**config.mk**
```make
export PLATFORM = sky130hd
export DESIGN_NAME = rr_arbiter_16
export DESIGN_NICKNAME = d
export VERILOG_FILES = /design/src/rtl/rr_arbiter_16.sv
export SDC_FILE = /design/constraint.sdc
export NUM_CORES = 1
export LEC_CHECK = 0
export ABC_AREA = 0
export ABC_CLOCK_PERIOD_IN_PS = 5800
export CORE_MARGIN = 1.5
export CORE_UTILIZATION = 40
export CTS_BUF_LIST = sky130_fd_sc_hd__clkbuf_16
export CTS_CLUSTER_DIAMETER = 50
export DETAILED_ROUTE_END_ITERATION = 8
export PLACE_DENSITY_LB_ADDON = 0.12
export SYNTH_ARGS = -nofsm -noshare
export SYNTH_HDL_FRONTEND = slang
export SYNTH_SLANG_ARGS = --single-unit
```
**constraint.sdc**
```tcl
create_clock -name clk -period 5.8 [get_ports clk]
set_clock_uncertainty 0.1 [all_clocks]
set_input_delay 0.87 -clock clk [delete_from_list [all_inputs] [get_ports clk]]
set_output_delay 0.87 -clock clk [all_outputs]
set_load 0.02 [all_outputs]
```
**src/rtl/rr_arbiter_16.sv**
```systemverilog
// 16-way round-robin arbiter driving a 4-to-16 decoder; optional hold timeout via RR_ARB_TIMEOUT_EN.
// Latency: grant registered one edge after req is seen in IDLE; one dead IDLE cycle after each release.
// Backpressure: none; the owner holds the resource until done, its req drops, or the timeout expires.
module rr_arbiter_16 #(
    parameter int HOLD_MAX = 8
) (
    input  logic        clk,
    input  logic        reset,
    input  logic [15:0] req,
    input  logic        done,
    output logic        grant_valid,
    output logic [3:0]  grant_index,
    output logic [15:0] grant_onehot
);

    typedef enum logic {IDLE, GRANT} state_t;

    state_t      state;
    logic [3:0]  ptr;
    logic [3:0]  winner;
    logic        release_now;
`ifdef RR_ARB_TIMEOUT_EN
    logic [7:0]  hold_cnt;
`endif

    // Out-of-range hold limits have no meaningful behaviour; this branch exists only to name the condition.
    if (HOLD_MAX < 1 || HOLD_MAX > 255) begin : g_hold_max_out_of_range
    end

    // Scan downward so the smallest offset from the pointer is the last, and winning, assignment.
    always_comb begin
        winner = ptr;
        for (int k = 15; k >= 0; k--) begin
            if (req[ptr + 4'(k)]) begin
                winner = ptr + 4'(k);
            end
        end
    end

    always_comb begin
        release_now = done | ~req[grant_index];
`ifdef RR_ARB_TIMEOUT_EN
        release_now = release_now | (hold_cnt == 8'(HOLD_MAX));
`endif
    end

    always_ff @(posedge clk or posedge reset) begin
        if (reset) begin
            state        <= IDLE;
            ptr          <= 4'h0;
            grant_valid  <= 1'b0;
            grant_index  <= 4'h0;
            grant_onehot <= 16'h0000;
`ifdef RR_ARB_TIMEOUT_EN
            hold_cnt     <= 8'd0;
`endif
        end else begin
            case (state)
                IDLE: begin
`ifdef RR_ARB_TIMEOUT_EN
                    hold_cnt <= 8'd0;
`endif
                    if (|req) begin
                        grant_index  <= winner;
                        grant_valid  <= 1'b1;
                        grant_onehot <= 16'h0001 << winner;
                        state        <= GRANT;
`ifdef RR_ARB_TIMEOUT_EN
                        hold_cnt     <= 8'd1;
`endif
                    end
                end
                GRANT: begin
                    if (release_now) begin
                        grant_valid  <= 1'b0;
                        grant_onehot <= 16'h0000;
                        ptr          <= grant_index + 4'd1;
                        state        <= IDLE;
`ifdef RR_ARB_TIMEOUT_EN
                        hold_cnt     <= 8'd0;
                    end else begin
                        hold_cnt     <= hold_cnt + 8'd1;
`endif
                    end
                end
            endcase
        end
    end

endmodule

```
==> impl_metrics.yaml, run 1 <==
global_route:
  antenna_found_initial: 0
  grt_start_max_net_pins: 43
  grt_pass1_vias: 3353
  grt_overflow: 0
  grt_pass1_wl_um: 18500
  grt.total_usage: 0.236
min_path:
  worstHoldStart: "grant_onehot[5]"
  hold_class: "reg -> reg"
clock_tree:
  cts_root_buf: "clkbuf_16"
  ctsHoldBuffers: 0
  post-cts-setup-buffers: 0
  cts.sinks: 26
  cts_tree: "built"
  h-tree-depth: 1
  cts_resized: 0
  clkSlewWorstSetupHoldPaths_ps: 70
  cts.path.max_buffers: 2
  numCtsBuffers: 3
  insertion_delay_ps: 260
yosys:
  synth_flop_cell: "dfrtp_1"
  yosysTopAreaCellShare: 0.181
  synth_nets: 424
  synth_seq_cells: 26
  syn_inst: 397
  synth_top_cell_by_area: "mux4_2"
  yosys.cell_types.count: 76
  yosys.cell_count.top_type: "nand2_1"
  synth.avg_cell_area_um2: 9.40
  synthArstFlopShare: 1.00
  synth_edf_count: 0
  netlist_area_um2: 3730
  yosys_warnings: 0
  synthTopCellsByArea: "mux4_2 18%, dfrtp_1 17%, mux2_2 6.9%"
  ys_seq_area_frac: 0.174
  ys_top_cells_by_count: "43 x nand2_1, 30 x mux4_2, 26 x dfrtp_1"
setup_path:
  reg2reg_from: "ptr[0]"
  critPathSlowestCell: "ha_1"
  critPathMaxFanout: 18
  cp-end-kind: "flip-flop"
  crit_buf_inv: 1
  crit_chain: "inv_1 -> ha_1 -> mux4_2 -> mux2i_1 -> mux2_4 -> o221ai_2 -> or4_1 -> and4_1 -> o31a_1 -> a221oi_2 -> o31ai_1"
  arrival_ps: 4520
  start_kind: "flip-flop"
  cpLargestDelayFamily: "multiplexers"
  critPathRequiredTime_ps: 5810
  critPathMaxStageDelay_ps: 810
  crit_type: "reg -> reg"
  cp-startpoint: "ptr[0]"
cells_and_area:
  layout-drive-gt1-share: 0.188
  diodes: 0
  nets: 449
  area_delta_synth_final_pct: 13.9
routing:
  drtIter0Drc: 335
  post_drt_via_cell_ratio: 6.63
  firstDrtPassIters: 6
  vias: 3527
  post-route-drc-count: 0
  wl_um: 11500
  wl_per_cell_um: 21.5
  ant_nets: 0
sta:
  fmax_mhz: 222
  worstMarginPinSlew_ps: 983
  timing.final.crit_share: 0.777
  min_period_ps: 4500
  rsz0062_at_grt: "false"
  final_max_slew_viol_count: 0
  setup_viol: 0
  hold_violations: 0
  maxSlewHeadroom: 0.343
  setup-tns-final_ps: 0
placed_design:
  hpwl_um: 8690
  portBuffers: 39
  gp_congestion: 0.980
floorplanning:
  initial_core_util: 0.408
  rows: 35
  ios: 40
  dieArea_um2: 9920
  core_area_um2: 9150
  fp.dieH_um: 99.6
  die_x_um: 99.6
run:
  maxCapViolCount: 0
status:
  outcome: "finished clean"
layer usage:
layer	wire, um	global-route usage	up-vias
li1	-	-	1621
met5	0	0	-
met3	790	0.0457	22
met2	5200	0.361	152
met1	5140	0.340	1732
met4	329	0.0661	0
worst reg2reg max path, cell delays in order, from the launching register on:
cell and delay (ps):
dfrtp_2 350, inv_1 70, ha_1 810, mux4_2 670
mux2i_1 330, mux2_4 280, o221ai_2 140, or4_1 520
and4_1 190, o31a_1 140, a221oi_2 570, o31ai_1 190
placed cells by master (no fill, tap or decap), types with 6 or more instances in the layout:
cell	netlist	layout
inv_1	13	13
ha_1	8	8
o21ai_0	17	17
nand2b_1	6	6
nor2_1	22	22
a21oi_1	15	15
mux2_2	23	23
nand3_1	9	9
mux4_2	30	30
buf_4	1	6
mux2i_1	21	21
nand2_1	43	43
xnor2_1	8	8
nor4_1	6	6
clkdlybuf4s50_1	0	39
o31ai_1	10	10
nor3_1	11	11
dfrtp_1	26	25
final cells by class:
type / count / area [um^2]
Fill cell: 863 / 4900
Multi-Input combinational cell: 330 / 2860
Sequential cell: 26 / 652
Timing Repair Buffer: 45 / 435
Tap cell: 111 / 139
Clock buffer: 3 / 75.1
Inverter: 16 / 60.1
Clock inverter: 1 / 30.0
cells by family after synthesis:
kind of cell,synth area share
compound gates,0.220
flops,0.174
buf+inv,0.0593
simple gates,0.157
xor+xnor,0.0349
mux,0.329
fa+ha+maj,0.0268
final timing paths:
path                                        end  slack, ps  depth (start not counted)
worst max register to register  grant_onehot[6]       1300                         11
min in group asynchronous       grant_onehot[8]       1040                          2
worst max-delay path            grant_onehot[6]       1300                         11
max in group asynchronous                ptr[0]       3900                          2
worst min-delay path            grant_onehot[5]        390                          2
worst min register to register  grant_onehot[5]        390                          2
flip-flops by register name, summed over array words and instances (netlist names):
name	flops
grant_onehot	16
grant_valid	1
grant_index	4
ptr	4
state	1
metrics by stage:
step | cell area (um^2) | hold slack [ps] | setup WS, ps | util | instances
after floorplan | 3730 | 395 | 1130 | - | 397
after global placement | 4150 | 367 | 1210 | 0.453 | 528
after detailed placement | 4150 | 377 | 1200 | 0.453 | 528
after CTS | 4250 | 391 | 1270 | 0.465 | 532
after global routing | 4250 | 412 | 988 | 0.465 | 532
final | 4250 | 385 | 1300 | 0.465 | 532
Power of run 1 is left out: the tool's default activity adds up to more than one toggle a clock period on the data nets, which glitch-free logic cannot reach.
==> run 2, diff against run 1 <==
--- a/config.mk
+++ b/config.mk
@@ -6,7 +6,7 @@
 export NUM_CORES = 1
 export LEC_CHECK = 0
 export ABC_AREA = 0
-export ABC_CLOCK_PERIOD_IN_PS = 5800
+export ABC_CLOCK_PERIOD_IN_PS = 3800
 export CORE_MARGIN = 1.5
 export CORE_UTILIZATION = 40
 export CTS_BUF_LIST = sky130_fd_sc_hd__clkbuf_16
==> constraint.sdc (replaced) <==
create_clock -name clk -period 3.8 [get_ports clk]
set_clock_uncertainty 0.1 [all_clocks]
set_input_delay 0.57 -clock clk [delete_from_list [all_inputs] [get_ports clk]]
set_output_delay 0.57 -clock clk [all_outputs]
set_load 0.02 [all_outputs]
==> run 2 against run 1 <==
Against the previous run: cell count is 18% higher; critical path depth is 1 lower; critical endpoint is now grant_onehot[5]; largest cell class unchanged; non-clock buffer count increased by 97; count of clock-buffer cells in the layout unchanged; worst hold slack worse by 2.6 ps; via count is 12% higher; register-to-register slack worse by 1200 ps; die area did not move; utilization is 10 points higher; routed wire length is 12% higher.
==> impl_metrics.yaml, run 2 (synthesis results as in run 1) <==
status:
  outcome: "finished clean"
global_route:
  grt_overflow: 0
  grt_pass1_vias: 3744
  grt.total_usage: 0.259
  antenna_found_initial: 0
  grt_pass1_wl_um: 20200
  grt_start_max_net_pins: 35
setup_path:
  critPathMaxFanout: 9
  crit_buf_inv: 1
  critPathSlowestCell: "clkdlybuf4s50_1"
  cp-end-kind: "flip-flop"
  critPathRequiredTime_ps: 3860
  cpMostUsedCell: "or4_4"
  cpLargestDelayFamily: "simple AND/OR/NAND/NOR gates"
  crit_chain: "clkdlybuf4s50_1 -> mux2_2 -> nor3_1 -> or4_4 -> o22ai_2 -> a21oi_1 -> or4_4 -> a211oi_4 -> nor2_4 -> o41ai_2"
  critPathMaxStageDelay_ps: 610
  crit_type: "in -> reg"
  start_kind: "input pin"
  arrival_ps: 3800
run:
  maxCapViolCount: 0
sta:
  timing.final.ws_setup_ps: 60.3
  min_period_ps: 3740
  hold_violations: 0
  setup_viol: 0
  timing.final.crit_share: 0.984
  rsz0062_at_grt: "true"
  final_max_slew_viol_count: 0
  worstMarginPinSlew_ps: 1020
  setup-tns-final_ps: 0
  maxSlewHeadroom: 0.319
  fmax_mhz: 267
placed_design:
  portBuffers: 39
  place_inst: 619
  place_area_um2: 4920
  gp_congestion: 1.01
  preCtsSetupSlack_ps: -379
  hpwl_um: 10100
floorplanning:
  dieArea_um2: 9920
  die_x_um: 99.6
  initial_core_util: 0.408
  core_area_um2: 9150
  fp.dieH_um: 99.6
  ios: 40
  rows: 35
cells_and_area:
  area_delta_synth_final_pct: 39.2
  design_area_um2: 5200
  top_register: "grant_onehot"
  nets: 546
  largest_reg_flops: 16
  diodes: 0
  fillers: 819
  layout_common_cells: "97 x buf_4, 42 x nand2_1, 37 x clkdlybuf4s50_1, 30 x mux4_2, 24 x dfrtp_1"
  top_regs: "grant_onehot: 16 flops, grant_index: 4 flops, ptr: 4 flops"
  layoutNonFillerInstCount: 629
  final_common_cell: "buf_4"
  layout-drive-gt1-share: 0.394
routing:
  wl_met3_um: 789
  wl_per_cell_um: 20.3
  post-route-drc-count: 0
  vias: 3943
  firstDrtPassIters: 5
  wl_met2_um: 6060
  post_drt_via_cell_ratio: 6.27
  highest_layer: "met4"
  ant_nets: 0
  routedLengthMet1_um: 5730
  wl_um: 12800
  drtIter0Drc: 239
clock_tree:
  cts_tree: "built"
  cts.sinks: 26
  ctsHoldBuffers: 0
  cts.path.max_buffers: 2
  insertion_delay_ps: 260
  numCtsBuffers: 3
  h-tree-depth: 1
  cts_root_buf: "clkbuf_16"
  clkSlewWorstSetupHoldPaths_ps: 70
min_path:
  hold_class: "reg -> reg"
run 2: cell types whose count changed in the layout (fill, tap and decap cells not counted), moves of 3 or more:
cell and delta:
o41ai_1 -3, o41ai_2 +3, mux2i_2 +3, buf_12 +3, buf_6 +3, buf_4 +91, mux2i_1 -3
run 2: final timing paths:
kind	start	to	slack [ps]	cells past startpoint
hold / removal	grant_onehot[6]	grant_onehot[6]	380	2
min in group asynchronous	reset	grant_index[3]	760	2
setup / recovery	req[14]	grant_onehot[5]	60	10
setup reg to reg	ptr[0]	grant_onehot[5]	80	13
max in group asynchronous	reset	ptr[2]	2170	2
hold reg to reg	grant_onehot[6]	grant_onehot[6]	380	2
run 2: through the flow:
| step | hold WS [ps] | util |
|---|---|---|
| floorplan | 395 | - |
| global placement | 364 | 0.537 |
| detailed placement | 370 | 0.537 |
| CTS | 385 | 0.549 |
| global route | 404 | 0.568 |
| finish | 383 | 0.568 |
run 2: final cells by class:
type | instances | area (um^2) | area share
clock buffer | 3 | 75.1 | 0.0144
clock inverter | 1 | 3.75 | 0.000722
inverter | 16 | 66.3 | 0.0128
sequential | 26 | 653 | 0.126
timing repair buffer | 142 | 1220 | 0.234
tap | 111 | 139 | 0.0267
multi-input combinational | 330 | 3040 | 0.585
run 2: worst reg2reg max path: stages (launching register included):
cell and delay, ps:
dfrtp_2 440, inv_4 70, ha_4 330, buf_6 130, mux4_2 570, mux2i_2 210
buf_4 150, mux2_2 180, nand2_1 80, buf_4 140, or4_4 440, a211oi_4 330
nor2_4 120, o41ai_2 340
run 2: per-layer routing:
metal	vias to the layer above	track usage
met4	0	0.0488
met5	-	0
met1	1943	0.362
met2	165	0.425
li1	1815	-
met3	20	0.0464
run 2: repair_timing:
action / 4_1_cts / 5_1_grt
hold endpoints to repair: 0 / 0
resized for setup: 6 / 29
endpoints found under the setup margin: 13 / 19
pin swaps: 0 / 5
setup buffers: 0 / 6
Power of run 2 is left out for the same reason.
==> run 3, diff against run 2 <==
--- a/config.mk
+++ b/config.mk
@@ -6,7 +6,7 @@
 export NUM_CORES = 1
 export LEC_CHECK = 0
 export ABC_AREA = 0
-export ABC_CLOCK_PERIOD_IN_PS = 3800
+export ABC_CLOCK_PERIOD_IN_PS = 4000
 export CORE_MARGIN = 1.5
 export CORE_UTILIZATION = 40
 export CTS_BUF_LIST = sky130_fd_sc_hd__clkbuf_16
==> constraint.sdc (replaced) <==
create_clock -name clk -period 4 [get_ports clk]
set_clock_uncertainty 0.1 [all_clocks]
set_input_delay 0.6 -clock clk [delete_from_list [all_inputs] [get_ports clk]]
set_output_delay 0.6 -clock clk [all_outputs]
set_load 0.02 [all_outputs]
==> run 3 against run 2 <==
Against the previous run: die area unchanged; sequential share of layout area is 0.88 points higher; worst setup slack improved by 140 ps; cell area decreased by 6.5%; routed wire length is 1.1% lower; count of clock-buffer cells in the layout is the same; worst hold slack barely moved; utilization is 3.7 points lower; first-iteration DRC count decreased by 5.0%.
==> impl_metrics.yaml, run 3 (synthesis results as in run 1) <==
status:
  outcome: "finished clean"
cells_and_area:
  area_delta_synth_final_pct: 30.1
  final_common_cell: "buf_4"
  diodes: 0
  layout_common_cells: "68 x buf_4, 43 x nand2_1, 39 x clkdlybuf4s50_1, 30 x mux4_2, 24 x dfrtp_1"
  layoutNonFillerInstCount: 597
  top_regs: "grant_onehot: 16 flops, grant_index: 4 flops, ptr: 4 flops"
  top_register: "grant_onehot"
  layout-drive-gt1-share: 0.323
  largest_reg_flops: 16
  fillers: 840
  design_area_um2: 4860
  nets: 514
placed_design:
  gp_congestion: 0.906
  place_inst: 593
  portBuffers: 39
  preCtsSetupSlack_ps: -225
  hpwl_um: 9890
  place_area_um2: 4680
setup_path:
  critPathMaxStageDelay_ps: 540
  cpLargestDelayFamily: "compound AO/OA/AOI/OAI gates"
  arrival_ps: 3850
  worst_r2r_endpoint: "grant_onehot[5]"
  start_kind: "input pin"
  critPathRequiredTime_ps: 4050
  critPathMaxFanout: 9
  cp-end-kind: "flip-flop"
  r2r_cells: 13
  critPathSlowestCell: "mux4_2"
  reg2reg_from: "ptr[0]"
  crit_type: "in -> reg"
  crit_chain: "clkdlybuf4s50_1 -> mux4_2 -> buf_4 -> mux2i_4 -> mux2_4 -> o221ai_2 -> nor2_1 -> inv_1 -> o311a_1 -> or2_1 -> o41ai_1"
  rrSetupSlack_ps: 240
  crit_buf_inv: 3
clock_tree:
  numCtsBuffers: 3
  clkSlewWorstSetupHoldPaths_ps: 70
  cts.sinks: 26
  cts.path.max_buffers: 2
  cts_root_buf: "clkbuf_16"
  insertion_delay_ps: 260
  post-cts-setup-buffers: 0
  h-tree-depth: 1
  cts_tree: "built"
  ctsHoldBuffers: 0
min_path:
  worstHoldStart: "grant_onehot[0]"
  hold_class: "reg -> reg"
  min_to: "grant_onehot[0]"
  hold-path-cell-count: 2
floorplanning:
  dieArea_um2: 9920
  core_area_um2: 9150
  rows: 35
  die_x_um: 99.6
  ios: 40
  initial_core_util: 0.408
  fp.dieH_um: 99.6
routing:
  post_drt_via_cell_ratio: 6.36
  ant_nets: 0
  wl_per_cell_um: 21.2
  post-route-drc-count: 0
  drtIter0Drc: 227
  firstDrtPassIters: 4
  wl_um: 12600
  vias: 3795
sta:
  timing.final.ws_setup_ps: 203
  hold_violations: 0
  timing.final.crit_share: 0.949
  setup_viol: 0
  worstMarginPinSlew_ps: 995
  min_period_ps: 3800
  rsz0062_at_grt: "false"
  maxSlewHeadroom: 0.335
  fmax_mhz: 263
  setup-tns-final_ps: 0
  final_max_slew_viol_count: 0
global_route:
  grt.total_usage: 0.256
  grt_overflow: 0
  grt_pass1_vias: 3738
  grt_pass1_wl_um: 19900
  grt_start_max_net_pins: 43
  antenna_found_initial: 0
run:
  maxCapViolCount: 0
==> run 3: through the flow <==
| stage | hold WS (ps) | utilization |
|---|---|---|
| 2_1_floorplan | 395 | - |
| 3_3_place_gp | 369 | 0.512 |
| 3_5_place_dp | 372 | 0.512 |
| 4_1_cts | 387 | 0.525 |
| 5_1_grt | 407 | 0.531 |
| 6_report | 383 | 0.531 |
==> run 3: worst min-delay path: stages, from the launching register on <==
cell and delay [ps]:
dfrtp_1 340, nand2_1 50, o31ai_1 60
==> run 3: worst max-delay path by stage <==
stage	slack, ps	start	depth (start not counted)	end
2_1_floorplan	5	ptr[0]	16	grant_onehot[7]
3_3_place_gp	-170	req[12]	10	grant_onehot[5]
3_5_place_dp	-230	req[12]	10	grant_onehot[5]
4_1_cts	30	ptr[0]	13	grant_onehot[5]
5_1_grt	6	ptr[1]	12	grant_onehot[7]
6_report	200	req[12]	11	grant_onehot[5]
==> run 3: what timing repair did <==
item	4_1_cts	5_1_grt
pin swaps	0	2
gates resized for setup	3	11
endpoints found under the setup margin	5	20
endpoints found under the hold margin	0	0
cloned	0	0
==> run 3: cell type report <==
cell class,count,area [um^2],area share
Multi-Input combinational cell,330,2930,0.604
Timing Repair Buffer,110,961,0.198
Sequential cell,26,653,0.135
Tap cell,111,139,0.0286
Clock buffer,3,75.1,0.0155
Inverter,16,63.8,0.0131
Clock inverter,1,30.0,0.00618
==> run 3: layer usage <==
layer  global-route usage  share of wire  up-vias
li1                     -              -     1743
met5                    0              0        -
met3               0.0527          0.071       18
met4               0.0704          0.019        0
met1                0.362           0.45     1886
met2                0.397           0.46      148
Power of run 3 is left out for the same reason.
